--- config.mk ---
export PLATFORM = sky130hd
export DESIGN_NAME = ipgu_window_addr_gen_flat
export DESIGN_NICKNAME = d
export VERILOG_FILES = /design/src/rtl/ipgu_window_addr_gen_pkg.sv /design/src/rtl/ipgu_window_addr_gen_if.sv /design/src/rtl/ipgu_window_addr_gen_scale_lut.sv /design/src/rtl/ipgu_window_addr_gen.sv /design/src/flat_wrapper.sv
export SDC_FILE = /design/constraint.sdc
export NUM_CORES = 1
export LEC_CHECK = 0
export BUFFER_PORTS_ARGS = -buffer_cell sky130_fd_sc_hd__buf_2
export CAP_MARGIN = 25
export CORE_MARGIN = 10
export CORE_UTILIZATION = 35
export CTS_BUF_LIST = sky130_fd_sc_hd__clkbuf_16
export DETAILED_ROUTE_END_ITERATION = 12
export REMOVE_ABC_BUFFERS = 1
export SETUP_SLACK_MARGIN = 0.5
export SYNTH_ARGS = -nofsm -noshare
export SYNTH_HDL_FRONTEND = slang
export SYNTH_HIERARCHICAL = 1
export SYNTH_SLANG_ARGS = --single-unit
--- constraint.sdc ---
create_clock -name clk -period 2.13 [get_ports clk]
set_input_delay 0 -clock clk [delete_from_list [all_inputs] [get_ports clk]]
set_output_delay 0 -clock clk [all_outputs]
set_load 0.03 [all_outputs]
--- src/rtl/ipgu_window_addr_gen_pkg.sv ---
// ipgu_pkg: shared types and constants for the IPGU sliding-window address
// generator. It holds the FSM state type, the default window geometry and
// the Q8 scale-factor table used by the optional scaling LUT.
package ipgu_pkg;

  typedef enum logic [1:0] {
    IDLE  = 2'd0,
    RUN   = 2'd1,
    DRAIN = 2'd2
  } ipgu_state_t;

  localparam int DEF_WIN    = 20;
  localparam int DEF_STRIDE = 10;

  // Q8 fixed-point factors, 256 == 1.0, each step roughly 0.8x the previous
  localparam int SCALE_Q8 [8] = '{256, 205, 164, 131, 105, 84, 67, 54};

  function automatic logic [8:0] scale_q8(input logic [2:0] sel);
    return 9'(SCALE_Q8[sel]);
  endfunction

endpackage

--- src/rtl/ipgu_window_addr_gen_if.sv ---
// ipgu_window_addr_gen_if: valid/ready pixel-address stream from the window
// address generator to the downstream buffer writer, including per-beat
// window and frame markers.
interface ipgu_window_addr_gen_if #(
  parameter int ADDR_W  = 9,
  parameter int SCALE_W = 8
);

  logic               out_valid;
  logic               out_ready;
  logic [ADDR_W-1:0]  addr_x;
  logic [ADDR_W-1:0]  addr_y;
  logic [SCALE_W-1:0] scaled_x;
  logic [SCALE_W-1:0] scaled_y;
  logic               win_last;
  logic               frame_last;

  modport master (
    output out_valid, addr_x, addr_y, scaled_x, scaled_y, win_last, frame_last,
    input  out_ready
  );

  modport slave (
    input  out_valid, addr_x, addr_y, scaled_x, scaled_y, win_last, frame_last,
    output out_ready
  );

endinterface

--- src/rtl/ipgu_window_addr_gen_scale_lut.sv ---
// ipgu_scale_lut: combinational coordinate scaler. It multiplies a source
// address by the Q8 factor selected by sel, drops the 8 fraction bits and
// truncates the result to SCALE_W bits.
module ipgu_scale_lut
  import ipgu_pkg::*;
#(
  parameter int ADDR_W  = 9,
  parameter int SCALE_W = 8
) (
  input  logic [2:0]         sel,
  input  logic [ADDR_W-1:0]  addr,
  output logic [SCALE_W-1:0] scaled
);

  localparam int PROD_W = ADDR_W + 9;

  assign scaled = SCALE_W'((PROD_W'(addr) * PROD_W'(scale_q8(sel))) >> 8);

endmodule

--- src/rtl/ipgu_window_addr_gen.sv ---
// ipgu_window_addr_gen: sliding-window pixel address generator for the IPGU.
// It walks a num_win_x by num_win_y grid of WIN x WIN windows spaced STRIDE
// apart, in raster order. Within each window it walks the pixels in raster
// order, and it emits one address beat per pixel through a single output
// register slice with valid/ready backpressure.
// Optional feature macro IPGU_ADDR_SCALE_EN: when defined, scaled_x and
// scaled_y come from the Q8 scale LUT; when undefined they are tied to 0.
module ipgu_window_addr_gen
  import ipgu_pkg::*;
#(
  parameter int ADDR_W  = 9,
  parameter int WIN     = DEF_WIN,
  parameter int STRIDE  = DEF_STRIDE,
  parameter int NWIN_W  = 4,
  parameter int SCALE_W = 8
) (
  input  logic              clk,
  input  logic              rst_n,
  input  logic              start,
  input  logic [NWIN_W-1:0] num_win_x,
  input  logic [NWIN_W-1:0] num_win_y,
  input  logic [2:0]        scale_sel,
  output logic              busy,
  output logic              cfg_err,
  output logic              frame_done,
  ipgu_window_addr_gen_if.master out_if
);

  localparam int PX_W = (WIN > 1) ? $clog2(WIN) : 1;

  ipgu_state_t state, state_nxt;

  logic [PX_W-1:0]   px, py;
  logic [NWIN_W-1:0] wx, wy;
  logic [NWIN_W-1:0] nwx_q, nwy_q;
  logic [2:0]        sel_q;

  logic load, gen_beat, start_ok, start_bad, drain_hs;
  logic px_end, py_end, wx_end, wy_end;
  logic win_last_nxt, frame_last_nxt;
  logic [ADDR_W-1:0]  ax_nxt, ay_nxt;
  logic [SCALE_W-1:0] sx_nxt, sy_nxt;

  // State register; reset aborts any frame in progress
  always_ff @(posedge clk or negedge rst_n) begin
    if (!rst_n) state <= IDLE;
    else        state <= state_nxt;
  end

  // Next-state logic: RUN ends once the frame_last beat is loaded, and DRAIN
  // ends once that beat is accepted downstream
  always_comb begin
    state_nxt = state;
    case (state)
      IDLE:    if (start_ok) state_nxt = RUN;
      RUN:     if (gen_beat && frame_last_nxt) state_nxt = DRAIN;
      DRAIN:   if (drain_hs) state_nxt = IDLE;
      default: state_nxt = IDLE;
    endcase
  end

  // FSM outputs and handshake qualifiers; start is only looked at in IDLE
  always_comb begin
    busy      = (state != IDLE);
    load      = !out_if.out_valid || out_if.out_ready;
    gen_beat  = (state == RUN) && load;
    start_ok  = (state == IDLE) && start && (num_win_x != '0) && (num_win_y != '0);
    start_bad = (state == IDLE) && start && ((num_win_x == '0) || (num_win_y == '0));
    drain_hs  = (state == DRAIN) && out_if.out_valid && out_if.out_ready;
  end

  // Latch the frame configuration so the inputs may change mid-frame
  always_ff @(posedge clk or negedge rst_n) begin
    if (!rst_n) begin
      nwx_q <= '0;
      nwy_q <= '0;
      sel_q <= '0;
    end else if (start_ok) begin
      nwx_q <= num_win_x;
      nwy_q <= num_win_y;
      sel_q <= scale_sel;
    end
  end

  // Current beat position, end-of-range flags and address/marker values
  always_comb begin
    px_end         = (px == PX_W'(WIN - 1));
    py_end         = (py == PX_W'(WIN - 1));
    wx_end         = (wx == nwx_q - NWIN_W'(1));
    wy_end         = (wy == nwy_q - NWIN_W'(1));
    win_last_nxt   = px_end && py_end;
    frame_last_nxt = win_last_nxt && wx_end && wy_end;
    ax_nxt         = ADDR_W'(wx) * ADDR_W'(STRIDE) + ADDR_W'(px);
    ay_nxt         = ADDR_W'(wy) * ADDR_W'(STRIDE) + ADDR_W'(py);
  end

  // Pixel/window counters step only when a beat enters the output slice
  always_ff @(posedge clk or negedge rst_n) begin
    if (!rst_n) begin
      px <= '0;
      py <= '0;
      wx <= '0;
      wy <= '0;
    end else if (start_ok) begin
      px <= '0;
      py <= '0;
      wx <= '0;
      wy <= '0;
    end else if (gen_beat) begin
      if (!px_end) begin
        px <= px + 1'b1;
      end else begin
        px <= '0;
        if (!py_end) begin
          py <= py + 1'b1;
        end else begin
          py <= '0;
          if (!wx_end) begin
            wx <= wx + 1'b1;
          end else begin
            wx <= '0;
            wy <= wy_end ? '0 : wy + 1'b1;
          end
        end
      end
    end
  end

`ifdef IPGU_ADDR_SCALE_EN
  ipgu_scale_lut #(.ADDR_W(ADDR_W), .SCALE_W(SCALE_W)) u_scale_x (
    .sel    (sel_q),
    .addr   (ax_nxt),
    .scaled (sx_nxt)
  );

  ipgu_scale_lut #(.ADDR_W(ADDR_W), .SCALE_W(SCALE_W)) u_scale_y (
    .sel    (sel_q),
    .addr   (ay_nxt),
    .scaled (sy_nxt)
  );
`else
  logic unused_sel;
  assign unused_sel = ^sel_q;
  assign sx_nxt     = '0;
  assign sy_nxt     = '0;
`endif

  // Output register slice: it reloads when empty or accepted, and holds
  // everything stable under backpressure
  always_ff @(posedge clk or negedge rst_n) begin
    if (!rst_n) begin
      out_if.out_valid  <= 1'b0;
      out_if.addr_x     <= '0;
      out_if.addr_y     <= '0;
      out_if.scaled_x   <= '0;
      out_if.scaled_y   <= '0;
      out_if.win_last   <= 1'b0;
      out_if.frame_last <= 1'b0;
    end else if (load) begin
      out_if.out_valid <= gen_beat;
      if (gen_beat) begin
        out_if.addr_x     <= ax_nxt;
        out_if.addr_y     <= ay_nxt;
        out_if.scaled_x   <= sx_nxt;
        out_if.scaled_y   <= sy_nxt;
        out_if.win_last   <= win_last_nxt;
        out_if.frame_last <= frame_last_nxt;
      end
    end
  end

  // Status pulses: frame_done follows the frame_last handshake, and cfg_err
  // follows a rejected start
  always_ff @(posedge clk or negedge rst_n) begin
    if (!rst_n) begin
      frame_done <= 1'b0;
      cfg_err    <= 1'b0;
    end else begin
      frame_done <= drain_hs;
      cfg_err    <= start_bad;
    end
  end

endmodule
--- src/flat_wrapper.sv ---
// flat-port wrapper written by rule: the top's interface ports become plain ports
module ipgu_window_addr_gen_flat import ipgu_pkg::*;
#(
  parameter int ADDR_W  = 9,
  parameter int WIN     = DEF_WIN,
  parameter int STRIDE  = DEF_STRIDE,
  parameter int NWIN_W  = 4,
  parameter int SCALE_W = 8
)
  (clk, rst_n, start, num_win_x, num_win_y, scale_sel, busy, cfg_err, frame_done, out_if_out_valid, out_if_addr_x, out_if_addr_y, out_if_scaled_x, out_if_scaled_y, out_if_win_last, out_if_frame_last, out_if_out_ready);
  ipgu_window_addr_gen_if #(.ADDR_W(ADDR_W), .SCALE_W(SCALE_W)) out_if_i ();
  input  logic clk;
  input  logic rst_n;
  input  logic start;
  input  logic [NWIN_W-1:0] num_win_x;
  input  logic [NWIN_W-1:0] num_win_y;
  input  logic [2:0] scale_sel;
  output logic busy;
  output logic cfg_err;
  output logic frame_done;
  output wire logic [$bits(out_if_i.out_valid)-1:0] out_if_out_valid;
  output wire logic [$bits(out_if_i.addr_x)-1:0] out_if_addr_x;
  output wire logic [$bits(out_if_i.addr_y)-1:0] out_if_addr_y;
  output wire logic [$bits(out_if_i.scaled_x)-1:0] out_if_scaled_x;
  output wire logic [$bits(out_if_i.scaled_y)-1:0] out_if_scaled_y;
  output wire logic [$bits(out_if_i.win_last)-1:0] out_if_win_last;
  output wire logic [$bits(out_if_i.frame_last)-1:0] out_if_frame_last;
  input wire logic [$bits(out_if_i.out_ready)-1:0] out_if_out_ready;
  assign out_if_out_valid = out_if_i.out_valid;
  assign out_if_addr_x = out_if_i.addr_x;
  assign out_if_addr_y = out_if_i.addr_y;
  assign out_if_scaled_x = out_if_i.scaled_x;
  assign out_if_scaled_y = out_if_i.scaled_y;
  assign out_if_win_last = out_if_i.win_last;
  assign out_if_frame_last = out_if_i.frame_last;
  assign out_if_i.out_ready = out_if_out_ready;
  ipgu_window_addr_gen #(.ADDR_W(ADDR_W), .WIN(WIN), .STRIDE(STRIDE), .NWIN_W(NWIN_W), .SCALE_W(SCALE_W)) u_core (.clk(clk), .rst_n(rst_n), .start(start), .num_win_x(num_win_x), .num_win_y(num_win_y), .scale_sel(scale_sel), .busy(busy), .cfg_err(cfg_err), .frame_done(frame_done), .out_if(out_if_i));
endmodule
==> results.yml, run 1 <==
outcome:
  outcome: "completed"
setup_path:
  cp.required_ns: 2.35
  crit_path_end_kind: "register"
  critPathMaxFanout: 5
  path_cells: "buf_4 -> xor2_1 -> xnor2_2 -> nand3_4 -> or4b_4 -> a21oi_2"
  slowest_delay_ns: 0.54
  worstPathArrival_ns: 2.20
  critPathKind: "reg -> reg"
  reg2reg_depth: 6
  startpoint_type: "register"
  crit_start: "u_core/wx[3]"
  reg2reg_from: "u_core/wx[3]"
  cpMaxStageDelayCell: "or4b_4"
  cp-endpoint: "u_core/wy[3]"
  r2r_setup_slack_ns: 0.15
  worst_r2r_endpoint: "u_core/wy[3]"
logic_synthesis:
  synth-edff-count: 0
  synth.area.top_cells: "dfrtp_1, ha_1, nand2_1"
  yosysTopAreaCell: "dfrtp_1"
  synth_area_sq_mm: 0.00306
  yosys_most_used_dff: "dfrtp_1"
  synthArstFlopShare_pct: 100
  yosys_warnings: 6
  ys_types: 38
  ys_ff_latch: 51
  synth_cells: 322
  syn_avg_cell_area_sq_um: 9.49
  synth_top_area_share_pct: 41.8
  seq_area_frac_synth_pct: 41.8
floorplan:
  core_sq_mm: 0.00859
  die_x_um: 113
  die_y_um: 113
  die-area_sq_mm: 0.0129
  start_util_pct: 35.6
  num_rows: 34
  io_pins: 55
clocking:
  cts_sinks: 51
  h-tree-depth: 2
  root_buffer: "clkbuf_16"
  cts_made_buffers: 5
  tritoncts: "built"
  clockBufferDepth: 2
  path_clk_slew_ns: 0.07
  clk_latency_ns: 0.29
grt:
  grt-ovfl-total: 0
  grt_max_degree: 38
  grt_pass1_vias: 2553
  grt.total_usage_pct: 11.0
  grt_pass1_wl_um: 11900
  antenna_found_initial: 0
detailed_routing:
  first_pass_iters: 4
  route.detailed.drc: 0
  wl_per_cell_um: 14.5
  drtIter0Drc: 102
  num_vias: 2484
  final_antenna_net_count: 0
  vias_per_cell: 4.82
  routed_wl_um: 7490
sta:
  rsz0062_at_grt: "true"
  fmax_mhz: 506
  post-route-min-period_ns: 1.98
  fin_skew_ns: 0.00682
  period_share_pct: 92.9
  hold_viol: 0
  slew_viol_final: 0
  finalSetupViolations: 0
power_and_ir_drop:
  p_leak_nw: 1.96
  pwr-share-comb_pct: 29.3
  pwr-share-clk_pct: 30.6
  power_density_mw_per_mm2: 696
  ir_worst_vdd_uv: 502
  power.share.switching_pct: 31.9
  power.internal_mw: 2.01
  seqPwrFrac_pct: 40.1
  switching_power_mw: 0.944
cells_and_area:
  syn2layout_area_growth_pct: 39.2
  antennaDiodeCount: 0
  fin_nets: 447
  multi_input_area_sq_mm: 0.00195
  regArea_sq_mm: 0.00128
  fin_util_pct: 49.5
  drive_gt1_share_pct: 36.6
  fillers: 809
  final_common_cell: "dfrtp_1"
  final_cell_mix: "dfrtp_1, nand2_1, buf_2"
  design_area_sq_mm: 0.00425
placed_design:
  post_dp_cell_area_sq_mm: 0.00342
  portBuffers: 35
  gp_congestion: 0.745
  place_hpwl_um: 5090
min_path:
  hp-class: "in -> reg"
flow_run:
  maxCapViolations: 0
==> metal layers <==
layer,up-vias,wire [um],track usage (%)
met5,-,0,0
li1,1230,-,-
met2,59,3760,18.6
met3,8,285,2.57
met4,0,90,4.06
met1,1187,3350,13.2
==> critical path: cells and delay by family, from the launching register on <==
| family | cells | cell delay, ns |
|---|---|---|
| compound gates | 1 | 0.12 |
| flops | 1 | 0.42 |
| buf+inv | 1 | 0.18 |
| simple gates | 2 | 0.69 |
| xor+xnor | 2 | 0.50 |
==> worst min-delay path by stage <==
stage	startpoint	to	slack, ns	cells after the start
6_report	out_if_out_ready	u_core/frame_done	0.02	3
5_1_grt	out_if_out_ready	u_core/frame_done	0.03	3
4_1_cts	out_if_out_ready	u_core/frame_done	0.008	3
3_5_place_dp	rst_n	u_core/out_if.addr_x[0]	-0.06	1
3_3_place_gp	rst_n	u_core/out_if.win_last	-0.06	1
2_1_floorplan	rst_n	u_core/cfg_err	-0.30	0
==> layout make-up <==
cell class | count | area share [%]
Clock inverter | 3 | 1.03
Tap cell | 108 | 3.18
Clock buffer | 5 | 2.94
Sequential cell | 51 | 30.1
Multi-Input combinational cell | 242 | 45.9
Inverter | 21 | 1.85
Timing Repair Buffer | 85 | 15.0
==> flip-flops by register name, indices dropped and copies added, names as in the netlist, 2 cells and up <==
name and cells:
u_core/out_if.addr_x 9, u_core/wx 4, u_core/py 5, u_core/px 5
u_core/nwy_q 4, u_core/nwx_q 4, u_core/out_if.addr_y 9, u_core/wy 4
u_core/state 2
==> cell usage after synthesis (2+ instances only) <==
master and n:
ha_1 22, mux2_2 4, dfrtp_1 51, nor3_1 12
nand2b_1 3, and2b_1 3, clkbuf_1 6, nor4_1 2
nor2_1 18, inv_1 21, nor2b_1 5, a21o_1 3
xnor2_1 9, nand2_1 42, a21oi_1 19, nand4_1 2
xor3_1 2, o21ai_0 31, nand3_1 12, buf_4 16
or4b_1 2, mux2i_1 2, a211oi_1 5, fa_1 4
xor2_1 12, nor3b_1 2
==> timing repair <==
item,4_1_cts,5_1_grt
endpoints found under the hold margin,24,0
endpoints found under the setup margin,23,34
setup buffers,13,8
pin swaps,23,28
gates resized for setup,44,47
hold buffers,10,0
cloned,0,1
==> cell families after synthesis <==
group / count (synthesis) / share of synthesized area [%]
flip-flops: 51 / 41.8
other: 1 / 0.123
buffers and inverters: 44 / 7.62
multiplexers: 6 / 2.13
adder cells (fa/ha/maj): 26 / 11.6
XOR/XNOR: 23 / 7.58
AND/OR/NAND/NOR: 110 / 18.3
AO/OA/AOI/OAI: 61 / 10.9
==> power groups by stage <==
stage	clock network, mW	registers, mW	logic (mW)
floorplan	0	1.34	0.323
global placement	0	1.21	0.653
detailed placement	0	1.22	0.670
CTS	0.927	1.18	0.832
global route	0.962	1.21	0.950
finish	0.905	1.19	0.867
==> metrics by stage <==
step	TNS (ns)	hold slack (ns)	power (mW)	std cells	setup WS [ns]
final	0	0.0170	2.96	515	0.152
after global placement	0	-0.0618	1.86	475	0.0673
after global routing	0	0.0285	3.12	515	0.0970
after floorplan	-3.70	-0.296	1.66	314	-0.220
after CTS	0	0.00825	2.94	506	0.148
after detailed placement	0	-0.0630	1.89	475	0.00334
Power figures use the tool's default switching activity.
==> inputs of run 2 (changes only) <==
--- a/config.mk
+++ b/config.mk
@@ -7,6 +7,7 @@
 export LEC_CHECK = 0
 export BUFFER_PORTS_ARGS = -buffer_cell sky130_fd_sc_hd__buf_2
 export CAP_MARGIN = 25
+export CORE_ASPECT_RATIO = 0.9
 export CORE_MARGIN = 10
 export CORE_UTILIZATION = 35
 export CTS_BUF_LIST = sky130_fd_sc_hd__clkbuf_16
==> results.yml, run 2 (synthesized netlist as in run 1, its figures left out) <==
setup_path:
  reg2reg_from: "u_core/wy[1]"
  r2r_setup_slack_ns: 0.16
  critPathKind: "reg -> reg"
  critPathMaxFanout: 2
  crit_path_end_kind: "register"
  cp.required_ns: 2.31
  worst_r2r_endpoint: "u_core/out_if.addr_y[7]"
  reg2reg_depth: 8
  startpoint_type: "register"
  worstPathArrival_ns: 2.15
sta:
  setup_tns_ns: 0
  max_slew.worst_pin.slew_ns: 0.560
  max_slew_margin_pct: 62.7
  fin_skew_ns: 0.00492
  period_share_pct: 92.4
  hold_viol: 0
  post-route-min-period_ns: 1.97
  rsz0062_at_grt: "true"
  fmax_mhz: 508
  slew_viol_final: 0
  finalSetupViolations: 0
grt:
  grt_pass1_vias: 2440
  antenna_found_initial: 0
  grt-ovfl-total: 0
  grt_max_degree: 31
  grt_pass1_wl_um: 11900
  grt.total_usage_pct: 11.2
floorplan:
  die_x_um: 118
  num_rows: 32
  core_sq_mm: 0.00853
  io_pins: 55
  die-area_sq_mm: 0.0129
  die_y_um: 109
  start_util_pct: 35.8
detailed_routing:
  route.detailed.drc: 0
  vias_per_cell: 4.68
  routed_wl_um: 7140
  drtIter0Drc: 53
  wl_per_cell_um: 13.6
  first_pass_iters: 4
  num_vias: 2457
  final_antenna_net_count: 0
clocking:
  h-tree-depth: 2
  tritoncts: "built"
  clk_latency_ns: 0.29
  clockBufferDepth: 2
  cts_made_buffers: 5
  path_clk_slew_ns: 0.07
  root_buffer: "clkbuf_16"
  cts_sinks: 51
cells_and_area:
  top_regs: "u_core/out_if.addr_x: 9 flops, u_core/out_if.addr_y: 9 flops"
  antennaDiodeCount: 0
  stdcell_count: 525
  syn2layout_area_growth_pct: 36.3
  drive_gt1_share_pct: 35.0
  fin_nets: 446
  final_cell_mix: "dfrtp_1, nand2_1, buf_2"
  final_common_cell: "dfrtp_1"
  fin_util_pct: 48.8
placed_design:
  gp_congestion: 0.811
  portBuffers: 35
  dp.cells: 486
  place_hpwl_um: 4940
power_and_ir_drop:
  ir_worst_vdd_uv: 335
  p_leak_nw: 1.93
  power_density_mw_per_mm2: 687
flow_run:
  maxCapViolations: 0
min_path:
  hold_path_depth: 3
  hp-class: "in -> reg"
  hold_end: "u_core/frame_done"
  holdCritStartpoint: "out_if_out_ready"
outcome:
  outcome: "completed"
[run 2: changes by cell type in the layout (fill, tap and decap cells not counted), sizes merged]
cell / change
clkbuf: -1
[run 2: layout make-up]
type / instances / area, sq um
Clock buffer: 5 / 125
Clock inverter: 3 / 38.8
Fill cell: 778 / 4360
Inverter: 21 / 78.8
Multi-Input combinational cell: 242 / 1880
Sequential cell: 51 / 1280
Tap cell: 119 / 149
Timing Repair Buffer: 84 / 611
[run 2: per-layer routing]
| layer | track usage, % | part of all wire (%) | up-vias |
|---|---|---|---|
| met1 | 14.6 | 49 | 1163 |
| met5 | 0 | 0 | - |
| li1 | - | - | 1227 |
| met2 | 17.5 | 45 | 55 |
| met4 | 5.23 | 2.1 | 0 |
| met3 | 2.27 | 4.1 | 12 |
[run 2: worst max-delay path, stage by stage, from the launching register on]
cell	delay (ns)
dfrtp_1	0.42
ha_4	0.30
ha_4	0.13
inv_2	0.04
fa_2	0.38
xor2_2	0.20
a211oi_2	0.17
xnor2_1	0.14
o21ai_1	0.07
[run 2: how the worst max path moves through the flow]
stage | start | to | slack [ns]
2_1_floorplan | u_core/state[1] | u_core/nwx_q[0] | -0.22
3_3_place_gp | u_core/wx[1] | u_core/out_if.addr_x[6] | 0.07
3_5_place_dp | u_core/wy[1] | u_core/out_if.addr_y[6] | 0.02
4_1_cts | u_core/wx[3] | u_core/out_if.addr_x[7] | 0.14
5_1_grt | u_core/wy[1] | u_core/out_if.addr_y[7] | 0.08
6_report | u_core/wy[1] | u_core/out_if.addr_y[7] | 0.16
[run 2: report_power, final]
| part | leakage (nW) | total (mW) | switching [mW] | internal, mW |
|---|---|---|---|---|
| logic | 1.21 | 0.766 | 0.447 | 0.320 |
| clock network | 0.0812 | 0.908 | 0.360 | 0.549 |
| registers | 0.647 | 1.19 | 0.0938 | 1.09 |
[run 2: metrics by stage]
stage	hold slack [ns]	area, sq um	total power [mW]	setup WS [ns]
after floorplan	-0.296	2960	1.66	-0.220
after global placement	0.0184	3430	1.86	0.0688
after detailed placement	0.0246	3430	1.87	0.0170
after CTS	0.00105	4000	2.89	0.140
after global routing	0.0528	4160	3.02	0.0802
final	0.0149	4160	2.86	0.163
[run 2: repair_timing]
action | in CTS | in global routing
cloned | 0 | 0
setup buffers | 13 | 8
resized for setup | 51 | 27
setup endpoints to repair | 23 | 28
pin swaps | 17 | 16
hold buffers | 10 | 0
endpoints found under the hold margin | 30 | 0
